--- config.mk ---
export PLATFORM = sky130hd
export DESIGN_NAME = pipeline_hazard_ctrl
export DESIGN_NICKNAME = d
export VERILOG_FILES = /design/src/rtl/pipeline_hazard_ctrl_pkg.sv /design/src/rtl/pipeline_hazard_ctrl_forwarding_unit.sv /design/src/rtl/pipeline_hazard_ctrl.sv
export SDC_FILE = /design/constraint.sdc
export NUM_CORES = 1
export LEC_CHECK = 0
export ABC_AREA = 1
export CORE_MARGIN = 4
export CORE_UTILIZATION = 54
export CTS_CLUSTER_SIZE = 30
export DETAILED_ROUTE_END_ITERATION = 6
export PLACE_DENSITY = 0.88
export SYNTH_ARGS = -nofsm -noshare
export SYNTH_HDL_FRONTEND = slang
export SYNTH_HIERARCHICAL = 1
export SYNTH_SLANG_ARGS = --single-unit
--- constraint.sdc ---
create_clock -name clk -period 5.98 [get_ports clk]
set_clock_uncertainty 0.15 [all_clocks]
set_input_delay 1.196 -clock clk [delete_from_list [all_inputs] [get_ports clk]]
set_output_delay 1.196 -clock clk [all_outputs]
set_load 0.005 [all_outputs]
--- src/rtl/pipeline_hazard_ctrl_pkg.sv ---
// Shared opcode, FSM state and forwarding-select definitions for the 5-stage pipeline controller.
package pipeline_hazard_ctrl_pkg;

  localparam logic [5:0] OP_RTYPE = 6'h00;
  localparam logic [5:0] OP_LW    = 6'h23;
  localparam logic [5:0] OP_SW    = 6'h2B;
  localparam logic [5:0] OP_BEQ   = 6'h04;
  localparam logic [5:0] OP_BNE   = 6'h05;
  localparam logic [5:0] OP_ADDI  = 6'h08;
  localparam logic [5:0] OP_ANDI  = 6'h0C;
  localparam logic [5:0] OP_ORI   = 6'h0D;
  localparam logic [5:0] OP_HALT  = 6'h3F;

  localparam logic [1:0] FWD_REG   = 2'b00;
  localparam logic [1:0] FWD_EXMEM = 2'b10;
  localparam logic [1:0] FWD_MEMWB = 2'b01;

  typedef enum logic [1:0] {StIdle, StRun, StDrain, StHalt} ctrlStateE;

  // Opcodes whose rt field is a source operand rather than a destination.
  function automatic logic usesRt(logic [5:0] op);
    return (op == OP_RTYPE) || (op == OP_SW) || (op == OP_BEQ) || (op == OP_BNE);
  endfunction

endpackage

--- src/rtl/pipeline_hazard_ctrl_forwarding_unit.sv ---
// EX-stage operand forwarding selects; EX/MEM takes priority over MEM/WB.
module forwarding_unit
  import pipeline_hazard_ctrl_pkg::*;
(
  input  logic       exmemRegWrite,
  input  logic [4:0] exmemRd,
  input  logic       memwbRegWrite,
  input  logic [4:0] memwbRd,
  input  logic [4:0] idexRs,
  input  logic [4:0] idexRt,
  output logic [1:0] fwdA,
  output logic [1:0] fwdB
);

  function automatic logic [1:0] selFor(logic exW, logic [4:0] exRd, logic wbW,
                                        logic [4:0] wbRd, logic [4:0] src);
    if (exW && (exRd != 5'd0) && (exRd == src)) return FWD_EXMEM;
    if (wbW && (wbRd != 5'd0) && (wbRd == src)) return FWD_MEMWB;
    return FWD_REG;
  endfunction

  always_comb begin
    fwdA = selFor(exmemRegWrite, exmemRd, memwbRegWrite, memwbRd, idexRs);
    fwdB = selFor(exmemRegWrite, exmemRd, memwbRegWrite, memwbRd, idexRt);
  end

endmodule

--- src/rtl/pipeline_hazard_ctrl.sv ---
// Pipeline sequencing controller: start/halt FSM, load-use stall, branch flush,
// forwarding selects and performance counters.
module pipeline_hazard_ctrl
  import pipeline_hazard_ctrl_pkg::*;
#(
  parameter logic [5:0]  HALT_OPCODE  = OP_HALT,
  parameter int unsigned DRAIN_CYCLES = 3,
  parameter int unsigned CNT_W        = 16
) (
  input  logic             clk,
  input  logic             rst_n,
  input  logic             start,
  input  logic [5:0]       ifid_opcode,
  input  logic [4:0]       ifid_rs,
  input  logic [4:0]       ifid_rt,
  input  logic [4:0]       idex_rs,
  input  logic [4:0]       idex_rt,
  input  logic             idex_mem_read,
  input  logic             exmem_reg_write,
  input  logic [4:0]       exmem_rd,
  input  logic             exmem_branch_taken,
  input  logic             memwb_reg_write,
  input  logic [4:0]       memwb_rd,
  output logic             pc_write,
  output logic             pc_src,
  output logic             if_id_write,
  output logic             flush_if_id,
  output logic             flush_id_ex,
  output logic             flush_ex_mem,
  output logic             id_ex_bubble,
  output logic [1:0]       fwd_a,
  output logic [1:0]       fwd_b,
  output logic             halted,
  output logic [31:0]      cycle_count,
  output logic [CNT_W-1:0] stall_count,
  output logic [CNT_W-1:0] flush_count
);

  localparam int unsigned DrainW = (DRAIN_CYCLES > 2) ? $clog2(DRAIN_CYCLES) : 1;

  ctrlStateE         stateQ;
  logic [DrainW-1:0] drainCntQ;
  logic [31:0]       cycleCntQ;
  logic [CNT_W-1:0]  stallCntQ;
  logic [CNT_W-1:0]  flushCntQ;

  logic       haltSeen;
  logic       loadUse;
  logic       stallEvent;
  logic       flushEvent;
  logic       fwdEn;
  logic [1:0] fwdA;
  logic [1:0] fwdB;

  forwarding_unit uFwd (
    .exmemRegWrite(exmem_reg_write),
    .exmemRd      (exmem_rd),
    .memwbRegWrite(memwb_reg_write),
    .memwbRd      (memwb_rd),
    .idexRs       (idex_rs),
    .idexRt       (idex_rt),
    .fwdA         (fwdA),
    .fwdB         (fwdB)
  );

  always_comb begin
    haltSeen = (ifid_opcode == HALT_OPCODE);
    loadUse  = idex_mem_read && (idex_rt != 5'd0) &&
               ((idex_rt == ifid_rs) || (usesRt(ifid_opcode) && (idex_rt == ifid_rt)));

    // Frozen front end is the default; RUN and branch recovery open it up.
    pc_write     = 1'b0;
    if_id_write  = 1'b0;
    id_ex_bubble = 1'b1;
    pc_src       = 1'b0;
    flush_if_id  = 1'b0;
    flush_id_ex  = 1'b0;
    flush_ex_mem = 1'b0;
    stallEvent   = 1'b0;
    flushEvent   = 1'b0;
    fwdEn        = 1'b0;

    unique case (stateQ)
      StRun, StDrain: begin
        fwdEn = 1'b1;
        if (exmem_branch_taken) begin
          pc_write     = 1'b1;
          if_id_write  = 1'b1;
          id_ex_bubble = 1'b0;
          pc_src       = 1'b1;
          flush_if_id  = 1'b1;
          flush_id_ex  = 1'b1;
          flush_ex_mem = 1'b1;
          flushEvent   = 1'b1;
        end else if (stateQ == StRun && !haltSeen) begin
          if (loadUse) begin
            stallEvent = 1'b1;
          end else begin
            pc_write     = 1'b1;
            if_id_write  = 1'b1;
            id_ex_bubble = 1'b0;
          end
        end
      end
      default: ;
    endcase

    fwd_a = fwdEn ? fwdA : FWD_REG;
    fwd_b = fwdEn ? fwdB : FWD_REG;
  end

  always_ff @(posedge clk or negedge rst_n) begin
    if (!rst_n) begin
      stateQ    <= StIdle;
      drainCntQ <= '0;
      cycleCntQ <= '0;
      stallCntQ <= '0;
      flushCntQ <= '0;
    end else begin
      unique case (stateQ)
        StIdle: if (start) stateQ <= StRun;
        StRun: begin
          if (!exmem_branch_taken && haltSeen) begin
            stateQ    <= StDrain;
            drainCntQ <= DrainW'(DRAIN_CYCLES - 1);
          end
        end
        StDrain: begin
          // A branch resolving during drain means the HALT was fetched down a wrong path.
          if (exmem_branch_taken) begin
            stateQ    <= StRun;
            drainCntQ <= '0;
          end else if (drainCntQ == '0) begin
            stateQ <= StHalt;
          end else begin
            drainCntQ <= drainCntQ - DrainW'(1);
          end
        end
        default: stateQ <= StHalt;
      endcase

      if (stateQ == StRun || stateQ == StDrain) cycleCntQ <= cycleCntQ + 32'd1;
      if (stallEvent && stallCntQ != '1) stallCntQ <= stallCntQ + CNT_W'(1);
      if (flushEvent && flushCntQ != '1) flushCntQ <= flushCntQ + CNT_W'(1);
    end
  end

  assign halted      = (stateQ == StHalt);
  assign cycle_count = cycleCntQ;
  assign stall_count = stallCntQ;
  assign flush_count = flushCntQ;

endmodule

==> results of run 1 <==
[power by group through the flow]
stage	combinational [W]	sequential [W]	clock, W
finish	0.000624	0.000610	0.000461
global route	0.000697	0.000622	0.000484
CTS	0.000627	0.000611	0.000466
detailed placement	0.000626	0.000618	0
global placement	0.000598	0.000612	0
floorplan	0.000350	0.000606	0
[registers in the layout, indices dropped and copies added (netlist names)]
register	flops
stateQ	2
stall_count	16
flush_count	16
drainCntQ	2
cycle_count	32
[placed cells by master (no fill, tap or decap), types with 3 or more instances in the layout]
| cell type | netlist | routed |
|---|---|---|
| xnor2_1 | 20 | 20 |
| xor2_1 | 38 | 38 |
| nand4_1 | 27 | 27 |
| inv_1 | 98 | 98 |
| nor2_1 | 76 | 76 |
| nor2_2 | 4 | 4 |
| nand2_1 | 228 | 228 |
| inv_2 | 7 | 7 |
| nand2_2 | 6 | 6 |
| nor3_1 | 22 | 22 |
| clkdlybuf4s50_1 | 0 | 117 |
| a21oi_1 | 3 | 3 |
| bufinv_16 | 0 | 3 |
| o21ai_0 | 16 | 16 |
| dfrtp_1 | 68 | 68 |
| clkbuf_8 | 0 | 9 |
| nor2_4 | 9 | 9 |
| nand3_1 | 34 | 34 |
| ha_1 | 8 | 8 |
[kinds of logic (layout without fill, tap and decap cells)]
logic type | after synthesis | after routing
xor gates and xnor gates | 59 | 59
AOI/OAI and AO/OA | 21 | 21
buffers and inverters | 116 | 241
adders and majority gates | 8 | 8
and+or+nand+nor | 419 | 419
DFF | 68 | 68
[worst max-delay path: cells and delay by family]
| kind | cells | cell delay [ns] |
|---|---|---|
| buffers and inverters | 4 | 1.33 |
| AO/OA/AOI/OAI | 1 | 0.22 |
| AND/OR/NAND/NOR | 7 | 0.81 |
[metrics by stage]
step | util | cells
after global placement | 0.6955 | 908
after CTS | 0.7232 | 924
after detailed placement | 0.6955 | 908
final | 0.7232 | 924
after global routing | 0.7232 | 924
after floorplan | - | 691
[synthesized netlist by cell type, drive strengths merged (2+ instances only)]
library cell,instances,area (um^2)
clkbuf,2,7.510
nor3,23,120.1
xnor2,21,191.4
nor2,89,411.6
o21ai,17,85.08
nand3,36,190.2
buf,9,66.31
dfrtp,68,1702
nor4,2,12.51
ha,8,100.1
inv,105,394.1
nand3b,2,15.01
a21oi,3,15.01
nand4,30,215.2
xor2,38,332.8
nand2,235,904.6
[worst max-delay path by stage]
stage | to | start
floorplan | pc_write | ifid_opcode[5]
global placement | id_ex_bubble | idex_rt[3]
detailed placement | id_ex_bubble | idex_rt[3]
CTS | id_ex_bubble | idex_rt[3]
global route | id_ex_bubble | idex_rt[3]
finish | id_ex_bubble | idex_rt[3]
[final cells by class]
class                      count  area (um^2)
timing repair buffer         120         1191
fill                         669         2402
multi-input combinational    507         2614
inverter                     105        394.1
clock buffer                  10        127.6
tap                          108        135.1
sequential                    68         1702
clock inverter                 6        112.6
[per-layer routing]
metal  wire, um  global-route usage  vias up
met3        760             0.05051       40
met1       5263              0.3079     2265
met2       6490              0.4363      180
li1           -                   -     2381
met4        327              0.1019        0
met5          0                   0        -
==> results.sh, run 1 <==
export IMPL_status="completed"
export IMPL_fin_crit_ns=4.903
export IMPL_max_stage_delay_ns=0.66
export IMPL_synth_cell_type_count=32
export IMPL_end_kind="output port"
export IMPL_grt_pass1_wl_mm=21.31
export IMPL_arrival_ns=3.56
export IMPL_clk_pin_slew_ns=0.07
export IMPL_cpMaxStageDelayCell="clkdlybuf4s50_1"
export IMPL_synth_compound_area_frac=0.02250
export IMPL_power_density_nw_per_um2=270.0
export IMPL_finalHoldViolCount=0
export IMPL_final_max_slew_viol_count=0
export IMPL_io_buffers=118
export IMPL_grt_total_usage=0.2523
export IMPL_area_growth_pct=31.21
export IMPL_coreArea_um2=8678
export IMPL_hold_class="flop to flop"
export IMPL_critPathLaunchType="input pin"
export IMPL_antenna_found_initial=0
export IMPL_cts_tree="done"
export IMPL_worstSetupPathType="input pin to output port"
export IMPL_min_from="drainCntQ[0]"
export IMPL_synth_top_family_by_area="simple AND/OR/NAND/NOR gates"
export IMPL_tightest_slew_ns=0.9107
export IMPL_tns_ns=0
export IMPL_timing_final_crit_share=0.8200
export IMPL_path_cells="clkdlybuf4s50_1, inv_1, nand2_1, nand2_1, nor2_1, nand2_1, nor2_1, nor2_1, nor2_4, o21ai_0, inv_1, clkdlybuf4s50_1"
export IMPL_cp_required_ns=4.63
export IMPL_ir_drop_v=0.0002007
export IMPL_antenna_cells=0
export IMPL_synth_nets=742
export IMPL_synth_xor_area_frac=0.1096
export IMPL_grt_setup_unrepaired="false"
export IMPL_cts_hold_buf=0
export IMPL_power_w=0.001694
export IMPL_io_pins=119
export IMPL_synthCells=691
export IMPL_synth_edf_count=0
export IMPL_async_flop_share=1.000
export IMPL_vias=4866
export IMPL_initial_utilization=0.5512
export IMPL_wl_mm=12.84
export IMPL_p_seq_frac=0.360
export IMPL_rows=34
export IMPL_clk_path_buf_depth=2
export IMPL_drt_pass1_iter_count=5
export IMPL_r2r_slack_ns=3.56
export IMPL_p_leak_nw=3.003
export IMPL_seq_area_frac_synth=0.3557
export IMPL_postPlaceCellArea_um2=6036
export IMPL_p_comb_frac=0.368
export IMPL_setup_viol=0
export IMPL_via_per_inst=5.266
export IMPL_grt_max_degree=69
export IMPL_clockRootBuffer="clkbuf_8"
export IMPL_ys_warn_count=6
export IMPL_fin_ws_ns=1.077
export IMPL_path_max_fanout=17
export IMPL_clk_latency_ns=0.34
export IMPL_fmax_mhz=203.9
export IMPL_die_w_um=102.1
export IMPL_switchingPower_w=0.0005980
export IMPL_antenna_left=0
export IMPL_cap_violations=0
export IMPL_drt_initial_drc_count=184
export IMPL_avgSynthCellArea_um2=6.922
export IMPL_dp_slack_ns=1.107
export IMPL_post_cts_resized=0
export IMPL_rr_worst_depth=13
export IMPL_worst_hold_slack_ns=0.3391
export IMPL_switching_share=0.3530
export IMPL_synth_area_mux_share=0
export IMPL_hold_end="drainCntQ[0]"
export IMPL_final_nets=862
export IMPL_synth_area_um2=4783
export IMPL_hpwl_mm=9.937
export IMPL_die_y_um=102.1
export IMPL_power_frac_clock=0.272
export IMPL_drc=0
export IMPL_stdcell_area_um2=6276
export IMPL_grt_pass1_vias=4763
export IMPL_p_int_w=0.001096
export IMPL_cts_sinks=68
export IMPL_post_cts_buffers=0
export IMPL_slew_headroom=0.3928
export IMPL_r2r_start="stateQ[0]"
export IMPL_synth_simple_area_share=0.3934
export IMPL_gp_congestion=0.8941
export IMPL_post_drt_wl_per_cell_um=13.90
export IMPL_ys_ff_latch=68
export IMPL_synth_flop_cell="dfrtp_1"
export IMPL_r2r_end="cycle_count[22]"
export IMPL_grt_overflow=0
export IMPL_synthAdderAreaFrac=0.02093
export IMPL_fp_dieArea_um2=10430
export IMPL_cts_htree_levels=3
export IMPL_cts_inserted_buffers=9
export IMPL_holdPathStages=2
export IMPL_drive_gt1_frac=0.06495
Power figures use the tool's default switching activity.
==> inputs of run 2 (changes only) <==
- CORE_UTILIZATION: 54 -> 45
- PLACE_DENSITY: 0.88 -> 0.78
- clock period: 5.98 -> 4.13 ns (I/O delays scaled with it)
==> results.sh, run 2 (same netlist as run 1, synthesis figures left out) <==
export IMPL_status="completed"
export IMPL_largest_reg_flops=32
export IMPL_finalHoldViolCount=0
export IMPL_cpMaxStageDelayCell="clkdlybuf4s50_1"
export IMPL_grt_pass1_vias=4678
export IMPL_postPlaceCellArea_um2=6078
export IMPL_grt_max_degree=57
export IMPL_critPathLaunchType="input pin"
export IMPL_max_stage_delay_ns=0.64
export IMPL_hold_class="input pin to asynchronous set/reset pin"
export IMPL_mostFrequentLayoutCell="nand2_1"
export IMPL_crit_start="idex_rt[4]"
export IMPL_die_w_um=111.1
export IMPL_tns_ns=0
export IMPL_mostFrequentLayoutCells="nand2_1, clkdlybuf4s50_1, inv_1"
export IMPL_antenna_cells=0
export IMPL_cts_tree="done"
export IMPL_power_w=0.002392
export IMPL_p_leak_nw=2.989
export IMPL_grt_total_usage=0.2073
export IMPL_die_y_um=111.1
export IMPL_cts_htree_levels=3
export IMPL_initial_utilization=0.4633
export IMPL_path_cells="clkdlybuf4s50_1, xor2_1, nor2_1, nor2_1, nor2_4, o21ai_0, clkdlybuf4s50_1"
export IMPL_antenna_found_initial=0
export IMPL_cts_hold_buf=0
export IMPL_rows=37
export IMPL_grt_setup_unrepaired="false"
export IMPL_final_nets=863
export IMPL_cts_inserted_buffers=9
export IMPL_setup_viol=0
export IMPL_fmax_mhz=250.4
export IMPL_num_fill_cells=956
export IMPL_post_cts_resized=0
export IMPL_clockRootBuffer="clkbuf_8"
export IMPL_tightest_slew_ns=0.7145
export IMPL_antenna_left=0
export IMPL_drt_pass1_iter_count=5
export IMPL_hpwl_mm=9.684
export IMPL_arrival_ns=3.02
export IMPL_io_pins=119
export IMPL_r2r_start="stateQ[1]"
export IMPL_worst_hold_slack_ns=0.2135
export IMPL_wl_mm=12.55
export IMPL_fp_dieArea_um2=12340
export IMPL_drive_gt1_frac=0.06618
export IMPL_final_max_slew_viol_count=0
export IMPL_cts_sinks=68
export IMPL_clk_path_buf_depth=2
export IMPL_r2r_slack_ns=1.72
export IMPL_timing_final_crit_share=0.9672
export IMPL_power_density_nw_per_um2=380.3
export IMPL_ir_drop_v=0.0003765
export IMPL_cap_violations=0
export IMPL_coreArea_um2=10320
export IMPL_post_drt_wl_per_cell_um=13.18
export IMPL_clk_pin_slew_ns=0.08
export IMPL_vias=4721
export IMPL_worstSetupPathType="input pin to output port"
export IMPL_grt_overflow=0
export IMPL_slew_headroom=0.5237
export IMPL_via_per_inst=4.959
export IMPL_area_growth_pct=31.52
export IMPL_clk_latency_ns=0.34
export IMPL_end_kind="output port"
export IMPL_post_cts_buffers=0
export IMPL_drc=0
export IMPL_grt_pass1_wl_mm=21.68
export IMPL_gp_congestion=0.9351
export IMPL_cp_required_ns=3.15
export IMPL_fin_crit_ns=3.994
export IMPL_drt_initial_drc_count=185
export IMPL_io_buffers=118
export IMPL_stdcell_area_um2=6291
export IMPL_path_max_fanout=6
==> run 2: routing by layer <==
layer,wire length (um),global-route usage,vias to the layer above
met5,0,0,-
li1,-,-,2377
met2,6374,0.3637,124
met4,180,0.06083,0
met3,492,0.03166,18
met1,5503,0.2644,2202
==> run 2: final cells by class <==
type                       count  area [um^2]  area share
multi-input combinational    507         2614      0.4155
sequential                    68         1702      0.2705
timing repair buffer         121         1199      0.1905
inverter                     105        394.1     0.06265
tap                          136        170.2     0.02705
clock buffer                   9        123.9     0.01969
clock inverter                 6        88.84     0.01412
==> run 2: stage by stage <==
| stage | std cells | setup slack [ns] | utilization |
|---|---|---|---|
| 2_1_floorplan | 691 | 1.340 | - |
| 3_3_place_gp | 937 | 0.2493 | 0.5888 |
| 3_5_place_dp | 937 | 0.1831 | 0.5888 |
| 4_1_cts | 952 | 0.1772 | 0.6094 |
| 5_1_grt | 952 | 0.01489 | 0.6094 |
| 6_report | 952 | 0.1356 | 0.6094 |
==> run 2: critical path, delay by kind of cell <==
kind,cells,cell delay [ns]
buf+inv,2,1.24
xor+xnor,1,0.25
simple gates,3,0.33
compound gates,1,0.37
==> run 2: worst paths after layout <==
check | endpoint | depth (start not counted)
max | pc_write | 7
min | stall_count[7] | 1
max reg2reg | cycle_count[22] | 13
min reg2reg | drainCntQ[0] | 2
max in group asynchronous | cycle_count[1] | 2
min in group clk | drainCntQ[0] | 2
==> run 2: report_power, final <==
group	switching, W	internal [W]	leakage [nW]
clock network	0.000268	0.000338	0.102
logic	0.000483	0.000421	1.98
registers	0.000119	0.000764	0.903
total	0.000869	0.00152	2.99
==> inputs of run 3 (changes only) <==
- CORE_UTILIZATION: 45 -> 35
- PLACE_DENSITY: 0.78 -> 0.63
==> results.sh, run 3 (same netlist as run 1, synthesis figures left out) <==
export IMPL_largest_reg_flops=32
export IMPL_initial_utilization=0.3598
export IMPL_clk_latency_ns=0.34
export IMPL_mostFrequentLayoutCell="nand2_1"
export IMPL_io_buffers=118
export IMPL_final_nets=865
export IMPL_drive_gt1_frac=0.06960
export IMPL_gp_congestion=0.8436
export IMPL_grt_busiest_layer="met2"
export IMPL_grt_use_met3=0.04288
export IMPL_grt_pass1_vias=4328
export IMPL_power_w=0.002573
export IMPL_cap_violations=0
export IMPL_tightest_slew_ns=0.7909
export IMPL_vias=4527
export IMPL_path_cells="clkdlybuf4s50_1, inv_2, nand2_1, nand2_1, nor2_1, nand2_1, nor2_1, nor2_1, nor2_4, o21ai_0, buf_4, inv_1, clkdlybuf4s50_1"
export IMPL_tns_ns=0
export IMPL_post_drt_wl_per_cell_um=12.91
export IMPL_path_delay_family="buffers and inverters"
export IMPL_finalHoldViolCount=0
export IMPL_critPathBufInv=5
export IMPL_area_growth_pct=34.71
export IMPL_via_per_inst=4.550
export IMPL_grt_setup_unrepaired="false"
export IMPL_cts_inserted_buffers=9
export IMPL_final_max_slew_viol_count=0
export IMPL_cts_htree_levels=3
export IMPL_fp_dieArea_um2=15600
export IMPL_fmax_mhz=261.1
export IMPL_timing_final_crit_share=0.9275
export IMPL_p_leak_nw=3.036
export IMPL_hold_class="input pin to asynchronous set/reset pin"
export IMPL_worst_hold_slack_ns=0.1954
export IMPL_grt_met2_usage=0.2745
export IMPL_clk_path_buf_depth=2
export IMPL_grt_max_degree=60
export IMPL_cpMaxStageDelayCell="clkdlybuf4s50_1"
export IMPL_drt_initial_drc_count=288
export IMPL_hpwl_mm=9.689
export IMPL_arrival_ns=2.85
export IMPL_setup_viol=0
export IMPL_drc=0
export IMPL_power_density_nw_per_um2=399.3
export IMPL_path_max_fanout=7
export IMPL_critPathLaunchType="input pin"
export IMPL_slew_headroom=0.4728
export IMPL_antenna_cells=0
export IMPL_coreArea_um2=13300
export IMPL_wl_mm=12.85
export IMPL_post_cts_buffers=0
export IMPL_ir_drop_v=0.0002233
export IMPL_clk_pin_slew_ns=0.06
export IMPL_layoutNonFillerInstCount=995
export IMPL_grt_total_usage=0.1640
export IMPL_cts_tree="done"
export IMPL_grt_pass1_wl_mm=21.11
export IMPL_cts_sinks=68
export IMPL_antenna_left=0
export IMPL_num_fill_cells=1293
export IMPL_post_cts_resized=0
export IMPL_worstSetupPathType="input pin to output port"
export IMPL_drt_pass1_iter_count=4
export IMPL_fin_crit_ns=3.830
export IMPL_dp_cells=979
export IMPL_met1_usage=0.2115
export IMPL_die_y_um=124.9
export IMPL_postLayoutCoreUtil=0.4847
export IMPL_status="completed"
export IMPL_die_w_um=124.9
export IMPL_mostFrequentLayoutCells="nand2_1, clkdlybuf4s50_1, inv_1"
export IMPL_antenna_found_initial=0
export IMPL_grt_overflow=0
export IMPL_max_stage_delay_ns=0.64
export IMPL_rows=42
export IMPL_clockRootBuffer="clkbuf_16"
export IMPL_io_pins=119
export IMPL_cp_required_ns=3.15
export IMPL_cts_hold_buf=0
export IMPL_end_kind="output port"
[run 3: layout make-up]
cell class	count	area, um^2	area share
multi-input combinational	507	2614	0.4056
clock inverter	7	75.07	0.01165
clock buffer	9	225.2	0.03495
tap	176	220.2	0.03417
sequential	68	1702	0.2641
timing repair buffer	123	1214	0.1883
inverter	105	394.1	0.06117
[run 3: worst paths after layout]
check / from / to / slack [ns] / cells after the start
min: rst_n / stall_count[5] / 0.20 / 1
max: idex_rt[2] / id_ex_bubble / 0.30 / 13
max in group asynchronous: rst_n / cycle_count[3] / 2.56 / 2
max reg2reg: stateQ[1] / cycle_count[24] / 1.68 / 13
min reg2reg: drainCntQ[0] / drainCntQ[0] / 0.34 / 2
min in group clk: drainCntQ[0] / drainCntQ[0] / 0.34 / 2
[run 3: power breakdown]
group	internal (W)	switching, W	leakage (nW)	total, W
registers	0.000765	0.000119	0.903	0.000885
logic	0.000430	0.000476	1.99	0.000906
clock network	0.000469	0.000313	0.138	0.000782
total	0.00166	0.000908	3.04	0.00257
[run 3: worst reg2reg max path, delay by kind of cell (launching register included)]
family	cells	cell delay [ns]
DFF	1	0.39
and+or+nand+nor	7	0.76
adders and majority gates	1	0.32
buffers and inverters	4	0.57
xor gates and xnor gates	1	0.13
[run 3: layer usage]
metal | up-vias | wire length, um
met1 | 2035 | 5988
met3 | 19 | 578
met5 | - | 0
met2 | 90 | 6098
met4 | 0 | 184
li1 | 2383 | -
[run 3: per-stage QoR]
step	setup WS, ns	cell area, um^2
6_report	0.2995	6444
5_1_grt	0.04654	6444
4_1_cts	0.2666	6444
3_5_place_dp	0.2720	6143
3_3_place_gp	0.3262	6143
2_1_floorplan	1.340	4783
